`src/rtl/mem_arb_pkg.sv`:
```
`default_nettype none
// +--------------------------------------------------------------------+
// | mem_arb_pkg : shared types and helpers for the memory burst arbiter |
// | Rev 1.0                                                             |
// +--------------------------------------------------------------------+
package mem_arb_pkg;

  typedef enum logic [1:0] {
    IDLE  = 2'd0,
    BURST = 2'd1,
    DONE  = 2'd2
  } t_arb_state;

  localparam int BYTE_OFFSET_W = 2;

  function automatic int line_offset_w(input int block_words);
    return $clog2(block_words) + BYTE_OFFSET_W;
  endfunction

endpackage
`default_nettype wire

```
`src/rtl/rr_arbiter_2.sv`:
```
`default_nettype none
// +--------------------------------------------------------------------+
// | rr_arbiter_2 : two-way round-robin grant with last-grant register   |
// | Rev 1.0                                                             |
// +--------------------------------------------------------------------+
module rr_arbiter_2 (
  input  logic       clk,
  input  logic       arstn,
  input  logic       i_en,
  input  logic [1:0] i_req,
  input  logic       i_update,
  input  logic       i_owner,
  output logic [1:0] o_grant
);

  logic r_last_grant;

  // On a conflict the requester that was not served last wins.
  always_comb begin
    o_grant = 2'b00;
    if (i_en) begin
      case (i_req)
        2'b01:   o_grant = 2'b01;
        2'b10:   o_grant = 2'b10;
        2'b11:   o_grant = r_last_grant ? 2'b01 : 2'b10;
        default: o_grant = 2'b00;
      endcase
    end
  end

  always_ff @(posedge clk or negedge arstn) begin
    if (!arstn) begin
      r_last_grant <= 1'b0;
    end else if (i_update) begin
      r_last_grant <= i_owner;
    end
  end

endmodule
`default_nettype wire

```
`src/rtl/mem_burst_arbiter.sv`:
```
`default_nettype none
// +--------------------------------------------------------------------+
// | mem_burst_arbiter : shares one word-wide memory port between two    |
// | cache refill requesters as line-sized bursts.           Rev 1.0     |
// +--------------------------------------------------------------------+
module mem_burst_arbiter
  import mem_arb_pkg::*;
#(
  parameter int DATA_WIDTH  = 32,
  parameter int ADDR_WIDTH  = 64,
  parameter int BLOCK_WORDS = 16
) (
  input  logic                  clk,
  input  logic                  arstn,
  input  logic                  i_req0_valid,
  input  logic [ADDR_WIDTH-1:0] i_req0_addr,
  output logic                  o_req0_ready,
  output logic                  o_rd0_valid,
  output logic                  o_done0,
  input  logic                  i_req1_valid,
  input  logic                  i_req1_write,
  input  logic [ADDR_WIDTH-1:0] i_req1_addr,
  input  logic [DATA_WIDTH-1:0] i_req1_wdata,
  output logic                  o_req1_ready,
  output logic                  o_rd1_valid,
  output logic                  o_wr1_next,
  output logic                  o_done1,
  output logic [DATA_WIDTH-1:0] o_rd_data,
  output logic                  o_mem_write_en,
  output logic [ADDR_WIDTH-1:0] o_mem_addr,
  output logic [DATA_WIDTH-1:0] o_mem_data,
  input  logic [DATA_WIDTH-1:0] i_mem_data,
  input  logic                  i_mem_successful_read,
  input  logic                  i_mem_successful_write
);

  localparam int c_OFF_W  = line_offset_w(BLOCK_WORDS);
  localparam int c_BEAT_W = c_OFF_W - BYTE_OFFSET_W;
  localparam logic [c_BEAT_W-1:0] c_LAST_BEAT = c_BEAT_W'(BLOCK_WORDS - 1);

  t_arb_state                      r_state;
  logic [c_BEAT_W-1:0]             r_beat;
  logic [ADDR_WIDTH-c_OFF_W-1:0]   r_line;
  logic                            r_owner;
  logic                            r_write;

  logic [1:0]                      w_grant;
  logic [ADDR_WIDTH-c_OFF_W-1:0]   w_req_line;
  logic                            w_burst;
  logic                            w_rd;
  logic                            w_wr;
  logic                            w_beat_ok;
  logic                            w_unused;

  // Gating with arstn keeps the ready pulses low while reset is held.
  rr_arbiter_2 u_rr (
    .clk      (clk),
    .arstn    (arstn),
    .i_en     ((r_state == IDLE) && arstn),
    .i_req    ({i_req1_valid, i_req0_valid}),
    .i_update (r_state == DONE),
    .i_owner  (r_owner),
    .o_grant  (w_grant)
  );

  assign w_req_line = w_grant[1] ? i_req1_addr[ADDR_WIDTH-1:c_OFF_W]
                                 : i_req0_addr[ADDR_WIDTH-1:c_OFF_W];
  assign w_unused   = ^{i_req0_addr[c_OFF_W-1:0], i_req1_addr[c_OFF_W-1:0]};

  assign w_burst   = (r_state == BURST);
  assign w_rd      = w_burst && !r_write;
  assign w_wr      = w_burst && r_write;
  assign w_beat_ok = r_write ? i_mem_successful_write : i_mem_successful_read;

  assign o_req0_ready   = w_grant[0];
  assign o_req1_ready   = w_grant[1];
  assign o_rd0_valid    = w_rd && !r_owner && i_mem_successful_read;
  assign o_rd1_valid    = w_rd && r_owner && i_mem_successful_read;
  assign o_wr1_next     = w_wr && i_mem_successful_write;
  assign o_done0        = (r_state == DONE) && !r_owner;
  assign o_done1        = (r_state == DONE) && r_owner;
  assign o_rd_data      = w_rd ? i_mem_data : '0;
  assign o_mem_write_en = w_wr;
  assign o_mem_data     = w_wr ? i_req1_wdata : '0;
  // Beat index replaces the word-offset field, so the burst never leaves the line.
  assign o_mem_addr     = w_burst ? {r_line, r_beat, {BYTE_OFFSET_W{1'b0}}} : '0;

  always_ff @(posedge clk or negedge arstn) begin
    if (!arstn) begin
      r_state <= IDLE;
      r_beat  <= '0;
      r_line  <= '0;
      r_owner <= 1'b0;
      r_write <= 1'b0;
    end else begin
      case (r_state)
        IDLE: begin
          if (|w_grant) begin
            r_line  <= w_req_line;
            r_owner <= w_grant[1];
            r_write <= w_grant[1] && i_req1_write;
            r_beat  <= '0;
            r_state <= BURST;
          end
        end
        BURST: begin
          if (w_beat_ok) begin
            if (r_beat == c_LAST_BEAT) begin
              r_state <= DONE;
            end else begin
              r_beat <= r_beat + c_BEAT_W'(1);
            end
          end
        end
        DONE:    r_state <= IDLE;
        default: r_state <= IDLE;
      endcase
    end
  end

endmodule
`default_nettype wire

```
`config.mk`:
```
export PLATFORM = sky130hd
export DESIGN_NAME = mem_burst_arbiter
export DESIGN_NICKNAME = d
export VERILOG_FILES = /design/src/rtl/mem_arb_pkg.sv /design/src/rtl/rr_arbiter_2.sv /design/src/rtl/mem_burst_arbiter.sv
export SDC_FILE = /design/constraint.sdc
export NUM_CORES = 1
export LEC_CHECK = 0
export CELL_PAD_IN_SITES_DETAIL_PLACEMENT = 0
export CELL_PAD_IN_SITES_GLOBAL_PLACEMENT = 1
export CORE_ASPECT_RATIO = 0.8
export CORE_MARGIN = 2
export CORE_UTILIZATION = 24
export CTS_CLUSTER_DIAMETER = 150
export DETAILED_ROUTE_END_ITERATION = 6
export PLACE_DENSITY_LB_ADDON = 0.1
export SLEW_MARGIN = 20
export SYNTH_ARGS = -nofsm -noshare
export SYNTH_HDL_FRONTEND = slang
export SYNTH_SLANG_ARGS = --single-unit
export TNS_END_PERCENT = 1
```
`constraint.sdc`:
```
create_clock -name clk -period 2.15 [get_ports clk]
set_input_delay 0.43 -clock clk [delete_from_list [all_inputs] [get_ports clk]]
set_output_delay 0.43 -clock clk [all_outputs]
set_load 0.005 [all_outputs]
```
* Word-level counts from Yosys, hierarchy flattened
Cells that the tools add are included.
Storage, ports and cells: register bits 67, logic and storage cells 52
Operators by class: add/subtract/negate cells 1, equality and inequality tests 10, muxes and demuxes 16, reduce and logical (&&, ||, !) cells 19
Operators by type and width (number):
- $mux 32 | 2
- $mux 64 | 1
- $mux 58 | 1
- $mux 4 | 3
- $logic_and 1x1->1 | 11
- $mux 2 | 5
- $pmux 4 s2 | 1
- $eq 2x2->1 const B | 3
- $ne 2x1->1 const B | 3
- $pmux 2 s3 | 1
- $add 4x1->4 const B | 1
- $eq 2x1->1 const B | 2
- $eq 4x4->1 const B | 1
- $pmux 2 s2 | 1
- $reduce_and 4->1 | 1
- $reduce_and 3->1 | 1
- $logic_not 1->1 | 2
- $logic_not 2->1 | 1
- $ne 2x2->1 const B | 1
- $reduce_and 2->1 | 1
- $reduce_bool 2->1 | 1
- $reduce_or 2->1 | 1
- $mux 1 | 1

* Logic depth before layout (Yosys ltp)
depth after elaboration 6, gate-level depth with buffers 6, gate-level depth less buffers 4

* Modules after synthesis
From an unflattened synthesis, not the netlist that was laid out.
Unflattened totals: cells, all modules 388, area total of the unflattened synthesis 4291.6 um2
By module, submodules not included:
- mem_burst_arbiter | instances 1, cells an instance 380, area each 4229.1 um2, seq. area each 1651.6 um2
- rr_arbiter_2 | instances 1, cells an instance 8, area each 62.6 um2, seq. area each 25.0 um2

* Worst setup path before layout
Ideal clock, no wire load.
kind register to output, start reg r_write, end out o_rd0_valid, data arrival time 1.338 ns, slack 0.382 ns, cell stages (with the launch flop) 6, buffers on the path 2, cells stage by stage dfrtp_1 buf_2 nor3b_1 clkbuf_1 nand2_1 nor2_1
On the way: word-level cells in the longest chain between the ends 4
RTL lines:
- start, declared | RTL line mem_burst_arbiter.sv:45 | logic r_write;
- start signal, assigned | RTL line mem_burst_arbiter.sv:101 | r_write <= w_grant[1] && i_req1_write;
- $logic_not 1->1 | RTL line mem_burst_arbiter.sv:71 | assign w_rd = w_burst && !r_write;
- $logic_and 1x1->1 | RTL line mem_burst_arbiter.sv:71
- $logic_and 1x1->1 (2 in series) | RTL line mem_burst_arbiter.sv:77 | assign o_rd0_valid = w_rd && !r_owner && i_mem_successful_read;
- end, declared | RTL line mem_burst_arbiter.sv:18 | output logic o_rd0_valid,
No other way between the ends.

* Worst setup path in the final report
start reg r_state[1], end out o_mem_data[30]
On the way: word-level cells in the longest chain between the ends 3
RTL lines:
- start, declared | RTL line mem_burst_arbiter.sv:41 | t_arb_state r_state;
- start signal, assigned | RTL line mem_burst_arbiter.sv:90 | r_state <= IDLE;
- start signal, assigned | RTL line mem_burst_arbiter.sv:103 | r_state <= BURST;
- start signal, assigned | RTL line mem_burst_arbiter.sv:109 | r_state <= DONE;
- $eq 2x1->1 | RTL line mem_burst_arbiter.sv:70 | assign w_burst = (r_state == BURST);
- $logic_and 1x1->1 | RTL line mem_burst_arbiter.sv:72 | assign w_wr = w_burst && r_write;
- $mux 32 | RTL line mem_burst_arbiter.sv:84 | assign o_mem_data = w_wr ? i_req1_wdata : '0;
- end, declared | RTL line mem_burst_arbiter.sv:31 | output logic [DATA_WIDTH-1:0] o_mem_data,
No other way between the ends.

==> results.yml <==
clock_tree:
  path_clk_slew_ps: 50
  hold_buffers: 0
  cts_sinks: 67
  clockBufferDepth: 2
  cts_buffers: 9
  cts_root_buf: "clkbuf_16"
  cts_tree: "done"
  clock_latency_ps: 330
  htree_levels: 3
finish:
  area_growth_syn_to_layout_pct: 85.8
  fill_cells: 1686
  drive_gt1_share_pct: 34.9
  nNetsFinal: 924
  num_antenna_cells: 0
  layout.cells.non_filler: 952
timing:
  setup_tns_ps: -1710
  tightest_slew_ps: 895
  period_share_pct: 107
  period_minus_slack_ps: 2300
  hold_violations: 0
  setup_viol: 12
  rsz0062_at_grt: "true"
  setup_slack_ps: -149
  slew-limit-headroom_pct: 40.4
  fmax_mhz: 435
  drv_slew: 0
  skew_ps: 3.60
global_route:
  grt_pass1_vias: 4144
  grt_max_degree: 68
  grt.total_usage_pct: 15.9
  grt_pass1_wl_um: 23400
  grt_overflow: 0
  antenna_found_initial: 0
drt:
  final_antenna_net_count: 0
  highest_layer: "met4"
  dr_wl_met2_um: 8220
  dr.pass1.iters: 4
  route.detailed.drc: 0
  vias: 4153
  drt_iter0_drc: 176
  wl_per_cell_um: 16.5
  finalWirelength_um: 15700
  drt-vias-per-instance: 4.36
  wl_met3_um: 1320
  wirelength_met1_um: 6030
power_and_ir_drop:
  pwr-share-comb_pct: 57.5
  swShare_pct: 32.3
  switchingPower_mw: 2.63
  clockPowerShare_pct: 15.9
  vdd_drop_max_mv: 0.521
  p_seq_share_pct: 26.7
  power_mw: 8.14
  intPower_mw: 5.51
  p_leak_nw: 3.84
  power.density_nw_per_um2: 1020
yosys:
  synth_common_cells: "mux2_2 (100), and2_1 (94), dfrtp_1 (67)"
  syn_inst: 390
  yosysWarningCount: 0
  synth_simple_gate_area_share_pct: 21.7
  yosys-top-cells-area: "dfrtp_1 (39%), mux2_2 (26%), and2_1 (14%)"
  yosysMostFrequentCell: "mux2_2"
  synth_top_family_by_area: "multiplexers"
  synth_enable_flop_cells: 0
  syn_area_per_cell_um2: 11.1
  synthesis.area_um2: 4320
  yosys.area.top_type_share_pct: 38.8
  synth-compound-area-share_pct: 2.78
  synthXorXnorAreaFrac_pct: 0
  async_flop_share_pct: 100
  synth_seq_cells: 67
  muxShareOfSynthArea_pct: 31.4
  synthAdderAreaFrac_pct: 0.290
  synth.yosys.seq_area_share_pct: 38.8
  yosys.cell_types.count: 37
  yosys.area.top_type: "dfrtp_1"
  ys.flop_type: "dfrtp_1"
floorplan:
  core_area_um2: 17500
  io_pins: 335
  core.rowCount: 43
  dieHeight_um: 124
  start_util_pct: 24.7
  die_area_um2: 19100
  die_w_um: 154
critical_path:
  path_max_fanout: 20
  critPathCapture: "o_mem_data[30]"
  end_kind: "output pin"
  cp.arrival_ps: 1870
  worstSetupStartpointType: "register"
  critical_path_class: "register to output pin"
  required_ps: 1720
  crit_start: "r_state[1]"
  timing.rr.start: "r_state[1]"
  r2r_end: "r_line[20]"
  reg2reg_depth: 5
  ff2ff_setup_slack_ps: 340
placed_design:
  gp_congestion: 0.830
  post-place-ws_ps: -119
  dpl.hpwl_um: 11600
  place.port_buffers: 320
  dp_cells: 924
status:
  run_status: "finished, violations left"
  violations: "setup timing"
min_path:
  min_path_type: "input port to async pin"
job:
  max_cap_viol_count: 0
## repair_timing
action,4_1_cts,5_1_grt
setup buffers,6,4
resized for setup,144,160
pin swaps,0,1
setup endpoints to repair,134,77
endpoints found under the hold margin,0,0
gates cloned,3,1
## worst min-delay path by stage
stage | from | endpoint | slack [ps] | cells after the start
final | arstn | r_beat[1] | 350 | 2
after global routing | arstn | r_beat[1] | 440 | 2
after CTS | arstn | r_beat[2] | 400 | 2
after detailed placement | r_line[11] | r_line[11] | 490 | 1
after global placement | r_line[32] | r_line[32] | 480 | 1
after floorplan | arstn | r_beat[0] | 130 | 0
## worst max-delay path, stage by stage, from the launching register on
cell             delay [ps]
dfrtp_2                 460
nor2b_4                 140
buf_4                   140
buf_16                  140
and3_1                  160
clkdlybuf4s50_1         490
## state kept, by name, summed over array words and instances (netlist names)
name	cells
r_write	1
r_line	58
r_state	2
r_owner	1
u_rr.r_last_grant	1
r_beat	4
## power by group through the flow
stage	sequential, mW	combinational [mW]	clock (mW)
after floorplan	2.08	2.10	0
after global placement	2.15	5.17	0
after detailed placement	2.18	5.19	0
after CTS	2.17	4.83	1.35
after global routing	2.26	5.11	1.39
final	2.17	4.68	1.29
## cell usage in the layout (no fill, tap or decap), drive strengths merged, types with 2 or more instances in the layout
cell type / Yosys / layout
nor2: 2 / 2
dlymetal6s2s: 0 / 13
a211oi: 2 / 2
o21ai: 3 / 3
nor3b: 2 / 2
and3: 36 / 36
nand2: 4 / 4
nand3: 2 / 2
a21o: 2 / 2
buf: 18 / 35
clkdlybuf4s15: 0 / 2
and2: 94 / 94
nand2b: 2 / 2
clkdlybuf4s50: 0 / 197
clkinv: 0 / 2
dfrtp: 67 / 67
nand4: 3 / 3
clkbuf: 15 / 91
o211ai: 2 / 2
a31oi: 2 / 2
dlygate4sd2: 0 / 28
inv: 4 / 4
mux2: 117 / 117
conb: 1 / 2
## cell families after synthesis
family | count (synthesis)
muxes | 118
adders and majority gates | 1
AOI/OAI and AO/OA | 16
buffers and inverters | 37
and+or+nand+nor | 150
other | 1
DFF | 67
## cell type report
cell class,count,area [µm²],area share (%)
Inverter,4,15.0,0.187
Timing Repair Buffer,355,3290,41.1
Clock buffer,11,233,2.90
Tap cell,225,282,3.51
Sequential cell,67,1680,20.9
Clock inverter,3,17.5,0.218
Multi-Input combinational cell,287,2500,31.2
## metal layers
layer | vias up | global-route usage, %
li1 | 2011 | -
met4 | 0 | 4.26
met1 | 1958 | 17.8
met2 | 173 | 28.8
met3 | 11 | 5.92
met5 | - | 0
## per-stage QoR
stage / util (%) / hold WS (ps) / cell area, µm²
after floorplan: - / 134 / 4320
after global placement: 45.2 / 481 / 7900
after detailed placement: 45.2 / 487 / 7900
after CTS: 47.0 / 398 / 8230
after global routing: 45.9 / 437 / 8020
final: 45.9 / 349 / 8020
No activity file was read; power rests on OpenSTA's default activity.
